## config.mk

```make
export PLATFORM = sky130hd
export DESIGN_NAME = urv_ahb_arbiter
export DESIGN_NICKNAME = d
export VERILOG_FILES = /design/src/rtl/urv_ahb_arbiter.sv
export SDC_FILE = /design/constraint.sdc
export NUM_CORES = 1
export LEC_CHECK = 0
export CORE_AREA = 2 2 125 127
export DETAILED_ROUTE_END_ITERATION = 16
export DIE_AREA = 0 0 127 129
export PLACE_DENSITY = 0.77
export SYNTH_ARGS = -nofsm -noshare
export SYNTH_HDL_FRONTEND = slang
export SYNTH_SLANG_ARGS = --single-unit
```

## constraint.sdc

```tcl
create_clock -name clk_i -period 2.6 [get_ports clk_i]
set_clock_uncertainty 0.2 [all_clocks]
set_input_delay 0.65 -clock clk_i [delete_from_list [all_inputs] [get_ports clk_i]]
set_output_delay 0.65 -clock clk_i [all_outputs]
set_load 0.05 [all_outputs]
```

## src/rtl/urv_ahb_arbiter.sv

```systemverilog
// Two-master AHB-Lite arbiter: M0 (exec data) has priority, M1 (fetch/debug) is
// protected from starvation; completions of a master that loses its next request are withheld.
module urv_ahb_arbiter #(
  parameter int unsigned STARVE_LIMIT = 3
) (
  input  logic        clk_i,
  input  logic        rst_i,

  input  logic [31:0] m0_haddr,
  input  logic [1:0]  m0_htrans,
  input  logic        m0_hwrite,
  input  logic [2:0]  m0_hsize,
  input  logic [31:0] m0_hwdata,
  output logic        m0_hready,
  output logic [31:0] m0_hrdata,

  input  logic [31:0] m1_haddr,
  input  logic [1:0]  m1_htrans,
  input  logic        m1_hwrite,
  input  logic [2:0]  m1_hsize,
  input  logic [31:0] m1_hwdata,
  output logic        m1_hready,
  output logic [31:0] m1_hrdata,

  output logic [31:0] HADDR,
  output logic [1:0]  HTRANS,
  output logic        HWRITE,
  output logic [2:0]  HSIZE,
  output logic [31:0] HWDATA,
  output logic [2:0]  HBURST,
  output logic [3:0]  HPROT,
  output logic        HMASTLOCK,
  input  logic [31:0] HRDATA,
  input  logic        HREADY,

  output logic [1:0]  dphase_owner_o
);

  localparam logic [3:0] LIMIT = 4'(STARVE_LIMIT);

  logic [1:0] req;
  logic [1:0] grant;
  logic [1:0] hready_m;
  logic [1:0] owner_reg;
  logic [3:0] starve_cnt_reg;
  logic       starving;
  logic       contended;
  logic [31:0] rdata_m [2];

  // Requests are masked during reset so the slave port sees IDLE immediately.
  assign req[0] = rst_i & m0_htrans[1];
  assign req[1] = rst_i & m1_htrans[1];

  assign contended = req[0] & req[1];
  assign starving  = (starve_cnt_reg == LIMIT);

  assign grant[1] = req[1] & (~req[0] | starving);
  assign grant[0] = req[0] & ~grant[1];

  always_comb begin
    HTRANS = 2'b00;
    HADDR  = 32'h8000_0000;
    HWRITE = 1'b0;
    HSIZE  = 3'h2;
    if (grant[0]) begin
      HTRANS = m0_htrans;
      HADDR  = m0_haddr;
      HWRITE = m0_hwrite;
      HSIZE  = m0_hsize;
    end else if (grant[1]) begin
      HTRANS = m1_htrans;
      HADDR  = m1_haddr;
      HWRITE = m1_hwrite;
      HSIZE  = m1_hsize;
    end
  end

  always_comb begin
    HWDATA = 32'h0;
    if (owner_reg[0]) begin
      HWDATA = m0_hwdata;
    end else if (owner_reg[1]) begin
      HWDATA = m1_hwdata;
    end
  end

  assign HBURST    = 3'b000;
  assign HPROT     = 4'b0011;
  assign HMASTLOCK = 1'b0;

  // owner_reg is one-hot per master (01 = M0, 10 = M1), so the grant vector loads it directly.
  always_ff @(posedge clk_i or negedge rst_i) begin
    if (!rst_i) begin
      owner_reg      <= 2'b00;
      starve_cnt_reg <= 4'd0;
    end else if (HREADY) begin
      owner_reg <= grant;
      if (contended) begin
        if (grant[1]) begin
          starve_cnt_reg <= 4'd0;
        end else if (!starving) begin
          starve_cnt_reg <= starve_cnt_reg + 4'd1;
        end
      end
    end
  end

  genvar gi;
  generate
    for (gi = 0; gi < 2; gi++) begin : g_master
      logic        pend_reg;
      logic [31:0] hold_reg;
      logic        hready_loc;
      logic        withhold;

      always_comb begin
        if (pend_reg) begin
          hready_loc = ~req[gi] | (grant[gi] & HREADY);
        end else if (owner_reg[gi]) begin
          hready_loc = HREADY & (~req[gi] | grant[gi]);
        end else begin
          hready_loc = ~req[gi] | (grant[gi] & HREADY);
        end
      end

      // Data phase finished but the master's next address lost: park the read data.
      assign withhold = owner_reg[gi] & HREADY & req[gi] & ~grant[gi];

      always_ff @(posedge clk_i or negedge rst_i) begin
        if (!rst_i) begin
          pend_reg <= 1'b0;
          hold_reg <= 32'h0;
        end else if (withhold) begin
          pend_reg <= 1'b1;
          hold_reg <= HRDATA;
        end else if (hready_loc) begin
          pend_reg <= 1'b0;
        end
      end

      assign hready_m[gi] = hready_loc;
      assign rdata_m[gi]  = pend_reg ? hold_reg : HRDATA;
    end
  endgenerate

  assign m0_hready      = hready_m[0];
  assign m1_hready      = hready_m[1];
  assign m0_hrdata      = rdata_m[0];
  assign m1_hrdata      = rdata_m[1];
  assign dphase_owner_o = owner_reg;

endmodule
```

==> metrics.cfg, run 1 <==
[status]
status=complete, but fails checks
violations=setup timing

[timing]
period_share_pct=111
final_max_slew_viol_count=0
worst_pin_slew_ps=921
relSlewSlack_pct=38.6
hold_slack_ps=298
worst_slack_ps=-293
fmax_mhz=346
rsz0062_at_grt=yes
setup_viol=65
hold_violations=0
post-route-min-period_ps=2890

[floorplanning]
initial_core_util_pct=29.0
die_h_um=129
io_pins=321
dieWidth_um=127
die_area_um2=16400
core.rowCount=45
coreArea_um2=15000

[route]
via_per_inst=4.98
wirelength_um=20100
detail-route-antenna-nets=0
drt-pass1-iter-count=4
drc=0
num_vias=4426
drt-initial-drc-count=136
routedWlPerCell_um=22.7

[grt]
grt_pass1_wl_um=28900
grt_overflow=0
grt_pass1_vias=4819
grt_start_max_net_pins=73
grt_usage_pct=23.2
antenna_found_initial=3

[logic_synthesis]
synth_cell_types=31
ys_warn_count=0
netlist_instances=360
yosysSeqAreaShare_pct=41.5
syn_area_per_cell_um2=12.1
synth_seq_cells=72
synth_area_um2=4340

[final_layout]
syn_to_final_growth_pct=133
fin_nets=869
largest_reg_flops=64
final_layout_size_suffix_gt1_share_pct=54.4
fillerInstances=1066

[clock_network]
hold_buffers=0
clkTransAtPathRegs_ps=60
cts_tree=built
numCtsBuffers=9
clock_path_buffers=2
h-tree-depth=3
clk-insertion-delay-late_ps=320
clock_sinks=72
clockRootBuffer=clkbuf_16

[worst_setup_path]
cp_data_arrival_time_ps=2040
r2r-start=starve_cnt_reg[0]
worstSetupPathType=reg2out
cp_data_required_time_ps=1750
cp-end-kind=primary output
start_kind=flip-flop
crit_path_start=starve_cnt_reg[0]
cp_max_fo=6

[place]
hpwl_um=15500
place_ws_ps=-313
place_congestion=1.02
io_buffer_count=312

[min_path]
min_from=g_master[1].hold_reg[30]
hp-class=reg2reg

[power_and_ir_drop]
power_density_nw_per_um2=465
pwr-share-clk_pct=28.4
p_switching_mw=1.54
ir_worst_vdd_mv=0.326
switching_share_pct=32.8
combinationalPowerShare_pct=43.9
p_int_mw=3.16
leakagePower_nw=4.47
seqPwrFrac_pct=27.7

[run]
max_cap_violations=0

worst paths after layout:
path	to	slack (ps)	cells past startpoint
min	g_master[1].hold_reg[30]	300	1
min in group asynchronous	g_master[1].hold_reg[26]	420	2
min reg2reg	g_master[1].hold_reg[30]	300	1
max in group asynchronous	dphase_owner_o[1]	1160	2
max	HADDR[17]	-290	7
max reg2reg	g_master[0].hold_reg[15]	-50	9
cells by family (layout without fill, tap and decap cells):
kind of cell / Yosys count / count (layout) / share of synthesized area (%)
muxes: 130 / 130 / 33.7
AOI/OAI and AO/OA: 81 / 81 / 15.4
DFF: 72 / 72 / 41.5
buffers and inverters: 46 / 377 / 5.39
and+or+nand+nor: 27 / 27 / 3.40
other: 2 / 11 / 0.173
adders and majority gates: 1 / 1 / 0.288
xor gates and xnor gates: 1 / 1 / 0.202
worst max-delay path, stage by stage, from the launching register on:
cell and delay [ps]:
dfrtp_1 350, ha_2 170, or3b_4 400, a21oi_4 200, buf_12 160, clkbuf_16 150, a22o_4 140, buf_12 130
what timing repair did:
| item | 4_1_cts | 5_1_grt |
|---|---|---|
| cloned | 2 | 5 |
| resized for setup | 28 | 23 |
| buffers inserted | 6 | 3 |
| pin swaps | 11 | 23 |
| endpoints found under the setup margin | 39 | 74 |
| endpoints found under the hold margin | 0 | 0 |
cell usage in the layout (no fill, tap or decap), types with 3 or more instances in the layout:
cell type / synthesis / layout
a21oi_1: 6 / 4
buf_12: 0 / 138
a22o_4: 0 / 31
mux2_4: 0 / 15
diode_2: 0 / 3
a22o_1: 65 / 30
inv_1: 6 / 6
a22o_2: 0 / 4
buf_6: 3 / 6
conb_1: 2 / 8
clkbuf_16: 0 / 12
buf_4: 8 / 31
buf_8: 0 / 3
clkdlybuf4s50_1: 0 / 170
mux2_2: 129 / 115
dfrtp_1: 72 / 71
nand2_1: 14 / 12
routing by layer:
layer	vias up	global-route usage [%]	wire length (µm)
met4	0	5.95	410
met2	194	40.7	10100
met1	2177	27.3	7920
li1	2024	-	-
met5	-	0	0
met3	31	7.86	1680
synth_stat cells (all sizes together):
cell type    n  area share, %
mux2       130             34
dfrtp       72             41
a22o        65             13
buf         20            3.1
clkbuf      20            1.7
nand2       14            1.2
a21oi        6           0.69
inv          6           0.52
o21ai        4           0.46
a22oi        2           0.35
conb         2           0.17
nand3        2           0.23
nand4        2           0.29
nor3         2           0.23
a211oi       1           0.17
a41o         1           0.23
and4         1           0.20
ha           1           0.29
nand2b       1           0.14
nor2         1          0.086
nor2b        1           0.14
nor3b        1           0.17
nor4         1           0.49
o21a         1           0.17
o31ai        1           0.17
or3b         1           0.20
xnor2        1           0.20
power groups by stage:
stage / combinational (mW) / sequential [mW] / clock, mW
finish: 2.07 / 1.30 / 1.34
global route: 2.14 / 1.32 / 1.42
CTS: 2.06 / 1.30 / 1.36
detailed placement: 1.98 / 1.32 / 0
global placement: 1.95 / 1.31 / 0
floorplan: 0.913 / 1.31 / 0
metrics by stage:
stage	power (mW)	utilization (%)	setup TNS, ps	std cells	cell area [µm²]
2_1_floorplan	2.22	-	-637	366	4620
3_5_place_dp	3.30	62.5	-14360	856	9360
5_1_grt	4.88	67.5	-15620	888	10100
4_1_cts	4.71	66.2	-10370	878	9920
6_report	4.70	67.5	-10570	888	10100
3_3_place_gp	3.26	62.5	-12480	856	9360
final cells by class:
type                       instances  area (µm²)  share of cell area, %
clock inverter                     5        81.3                  0.805
clock buffer                      10         239                   2.37
sequential                        72        1800                   17.8
antenna                            3        7.51                 0.0743
tap                              188         235                   2.33
inverter                           6        22.5                  0.223
multi-input combinational        248        2750                   27.2
timing repair buffer             356        4970                   49.2
No activity file was read; power rests on OpenSTA's default activity.
==> inputs of run 2 (changes only) <==
Settings changed: HOLD_SLACK_MARGIN set to 0.08.
==> results of run 2 <==
Same layout as run 1: the final DEF is identical, and so are final timing and power.
